==> config.mk <==
export PLATFORM = sky130hd
export DESIGN_NAME = phase_accumulator
export DESIGN_NICKNAME = d
export VERILOG_FILES = /design/src/rtl/phase_accumulator.sv
export SDC_FILE = /design/constraint.sdc
export NUM_CORES = 1
export LEC_CHECK = 0
export ABC_AREA = 1
export CORE_MARGIN = 2
export CORE_UTILIZATION = 60
export DETAILED_ROUTE_END_ITERATION = 16
export HOLD_SLACK_MARGIN = 0.12
export PLACE_DENSITY = 0.89
export SYNTH_ARGS = -nofsm -noshare
export SYNTH_HDL_FRONTEND = slang
export SYNTH_SLANG_ARGS = --single-unit
==> constraint.sdc <==
create_clock -name clk -period 7.55 [get_ports clk]
set_input_delay 1.51 -clock clk [delete_from_list [all_inputs] [get_ports clk]]
set_output_delay 1.51 -clock clk [all_outputs]
set_load 0.1 [all_outputs]
==> src/rtl/phase_accumulator.sv <==
// DDS phase accumulator: f_out (Hz) -> tuning word via a reciprocal constant,
// then modulo-2^ACC_WIDTH accumulation with the top PHASE_WIDTH bits as the phase index.
module phase_accumulator #(
  parameter int unsigned FREQ_WIDTH  = 32,
  parameter int unsigned ACC_WIDTH   = 32,
  parameter int unsigned PHASE_WIDTH = 4,
  parameter int unsigned F_CLK       = 50_000_000,
  parameter int unsigned SCALE_SHIFT = 16
) (
  input  logic                   clk,
  input  logic                   reset,
  input  logic [FREQ_WIDTH-1:0]  f_out,
  output logic [PHASE_WIDTH-1:0] phase_acc
);

  localparam int unsigned KW = ACC_WIDTH + SCALE_SHIFT;
  localparam int unsigned PW = FREQ_WIDTH + ACC_WIDTH + SCALE_SHIFT;

  // K = round_half_up(2^KW / F_CLK) = floor((2^(KW+1) + F_CLK) / (2*F_CLK))
  localparam logic [KW+1:0] K_NUM  = ((KW+2)'(1) << (KW + 1)) + (KW+2)'(F_CLK);
  localparam logic [KW+1:0] K_DEN  = (KW+2)'(F_CLK) << 1;
  localparam logic [KW+1:0] K_FULL = K_NUM / K_DEN;
  localparam logic [KW-1:0] K      = K_FULL[KW-1:0];

  logic [FREQ_WIDTH-1:0] f_q;
  logic [ACC_WIDTH-1:0]  ftw;
  logic [ACC_WIDTH-1:0]  acc;
  logic [PW-1:0]         prod;
  logic [PW-1:0]         shifted;
  logic [ACC_WIDTH-1:0]  ftw_next;

  always_comb begin
    prod    = PW'(f_q) * PW'(K);
    shifted = prod >> SCALE_SHIFT;
    if (|shifted[PW-1:ACC_WIDTH]) begin
      ftw_next = '1;
    end else begin
      ftw_next = shifted[ACC_WIDTH-1:0];
    end
  end

  always_ff @(posedge clk or posedge reset) begin
    if (reset) begin
      f_q <= '0;
      ftw <= '0;
      acc <= '0;
    end else begin
      f_q <= f_out;
      ftw <= ftw_next;
      acc <= acc + ftw;
    end
  end

  assign phase_acc = acc[ACC_WIDTH-1 -: PHASE_WIDTH];

endmodule

==> flow_summary_export.csv <==
group,metric,value,unit
sta,setup_tns,0,ps
clock_network,clk_pin_slew,80,ps
sta,finalSetupViolCount,0,
yosys,synth_most_common_cell,"inv_1",
grt,grt_pass1_wl,75400,um
clock_network,cts_buffers,9,
clock_network,cts_sinks,96,
sta,maxSlewViolCount,0,
finish,final_nets,2680,
yosys,synth_area,17800,um^2
finish,diodes,0,
clock_network,cts_resized,0,
die,coreArea,28900,um^2
critical_path,criticalPathCategory,"register to register",
detailed_routing,wire_per_inst,19.1,um
yosys,synth_common_cells,"437 x inv_1, 431 x nand2_1, 326 x ha_1",
clock_network,root_buffer,"clkbuf_16",
yosys,synthFlopType,"dfrtp_1",
die,die_area,31000,um^2
detailed_routing,antenna_left,0,
flow_run,max_cap_viol_count,0,
die,die_y,176,um
detailed_routing,via_per_inst,5.61,
finish,area.growth.synth_to_final,6.14,%
sta,timing.final.crit_share,91.3,%
detailed_routing,wl,46300,um
yosys,synth_nets,2640,
grt,antenna_found_initial,1,
place,gp_congestion,0.972,
clock_network,htreeDepth,3,
grt,grt_pass1_vias,14700,
sta,slew_headroom,34.5,%
critical_path,crit_fanout,32,
die,num_rows,62,
worst_hold_path,hp-class,"register to register",
detailed_routing,drt_iter0_drc,1261,
grt,grt_util_all_layers,32.3,%
yosys,ys.warnings.count,0,
grt,grt_overflow_total,0,
sta,worst_slew_pin_slew,979,ps
die,die_x,176,um
critical_path,critical_path.max_stage_delay,840,ps
sta,finalClockSkew,15.9,ps
yosys,synth_top_area_share,31.7,%
critical_path,crit_chain,"fa_1 > ha_1 > fa_1 > fa_1 > fa_1 > fa_1 > inv_1 > fa_1 > inv_1 > ha_1 > nand2_1 > nor2_2 > nand2_1 > nor2_1 > and2_1 > nand2_1 > nand4_1 > nand3_1 > nor2_4 > nand3_1",
detailed_routing,post-route-drc-count,0,
critical_path,crit_slowest_cell,"dfrtp_1",
clock_network,clk_latency,390,ps
yosys,ys_top_cells_by_area,"fa_1 32%, ha_1 23%, dfrtp_1 14%",
finish,layout-drive-gt1-share,1.47,%
grt,grt_max_degree,65,
clock_network,cts_tree,"built",
critical_path,crit_path_end_kind,"register",
critical_path,cp.required,7770,ps
yosys,async_flop_share,100,%
yosys,ys_seq_area_share,13.5,%
critical_path,worstSetupStartpointType,"register",
critical_path,crit_arrival,7110,ps
clock_network,post_cts_buffers,0,
die,start_util,61.4,%
detailed_routing,via_count,13600,
critical_path,path_common_cell,"fa_1",
sta,min_period,6890,ps
sta,grt_setup_unrepaired,"no",
clock_network,cts_max_path_buffers,2,
yosys,synth_top_area_cell,"fa_1",
sta,finalHoldViolCount,0,
sta,clock.fmax,0.145,GHz
clock_network,hold_buffers,0,
die,io_pins,38,
yosys,syn_inst,1999,
outcome,status,"finished, final reports clean",
yosys,synth-seq-cells,96,
finish,n_fill_cell,2269,
yosys,synth_cell_types,33,
detailed_routing,drt-pass1-iter-count,7,
place,dpl.hpwl,39600,um
yosys,synth.avg_cell_area,8.88,um^2
place,port_buffers,37,
yosys,synth_edf_count,0,
[critical path: cells and delay by family (launching register included)]
| kind | cells | cell delay, ps |
|---|---|---|
| adders and majority gates | 8 | 3840 |
| buffers and inverters | 2 | 100 |
| DFF | 1 | 840 |
| and+or+nand+nor | 10 | 1920 |
[per-stage QoR]
stage / worst slack, ps / cells / util (%) / hold WS (ps) / cell area (um^2)
final: 659 / 2427 / 65.1 / 486 / 18800
after global routing: 240 / 2427 / 65.1 / 528 / 18800
after CTS: 669 / 2427 / 65.1 / 486 / 18800
after detailed placement: 699 / 2412 / 64.1 / 465 / 18600
after global placement: 912 / 2412 / 64.1 / 454 / 18600
after floorplan: 2020 / 1999 / - / 443 / 17800
[layout by cell type (no fill, tap or decap), types with 3 or more instances in the layout]
cell type	Yosys	routed
a21o_1	6	6
xor2_1	26	26
nor3_1	11	11
a21oi_1	72	72
clkdlybuf4s50_1	0	37
nor2_2	4	4
ha_1	326	326
xnor2_1	33	33
o21ai_1	3	3
fa_1	281	281
nand4_1	14	14
o21bai_1	13	13
nand3_1	81	81
and2_1	6	6
o21ai_0	13	13
nor2_4	3	3
dfrtp_1	96	96
nand2_1	431	431
nor2_1	108	108
clkbuf_16	0	9
a31oi_1	6	6
inv_1	437	436
inv_2	3	3
[sequential cells by signal (all words and copies together) (netlist names)]
signal  flops
f_q        32
ftw        32
acc        32
[path summary, 6_finish.rpt]
path / start / endpoint / slack [ps] / cells after the start
setup / recovery: f_q[20] / ftw[22] / 660 / 20
hold / removal: acc[0] / acc[0] / 490 / 1
setup reg to reg: f_q[20] / ftw[22] / 660 / 20
hold reg to reg: acc[0] / acc[0] / 490 / 1
max in group asynchronous: reset / acc[4] / 4840 / 3
min in group asynchronous: reset / f_q[0] / 1530 / 2
[final cells by class]
cell class	instances	area, um^2	share of cell area, %
Multi-Input combinational cell	1453	13600	72.3
Sequential cell	96	2400	12.7
Inverter	440	1650	8.78
Tap cell	384	480	2.55
Timing Repair Buffer	39	385	2.04
Clock buffer	11	243	1.29
Clock inverter	4	55.1	0.292
[per-layer routing]
layer / vias to the layer above / part of all wire, % / global-route usage, %
li1: 6263 / - / -
met1: 6593 / 40 / 40.2
met3: 174 / 8.0 / 7.15
met5: - / 0 / 0
met4: 0 / 5.4 / 16.1
met2: 591 / 47 / 53.5
[cell families after synthesis]
group	after synthesis	share of synthesized area [%]
AND/OR/NAND/NOR	666	15.3
buffers and inverters	450	9.72
AO/OA/AOI/OAI	121	3.85
adder cells (fa/ha/maj)	607	54.7
XOR/XNOR	59	2.91
flip-flops	96	13.5
Power is not shown: default switching activity piles up to over one toggle a cycle in this logic, so the estimate is an artifact.
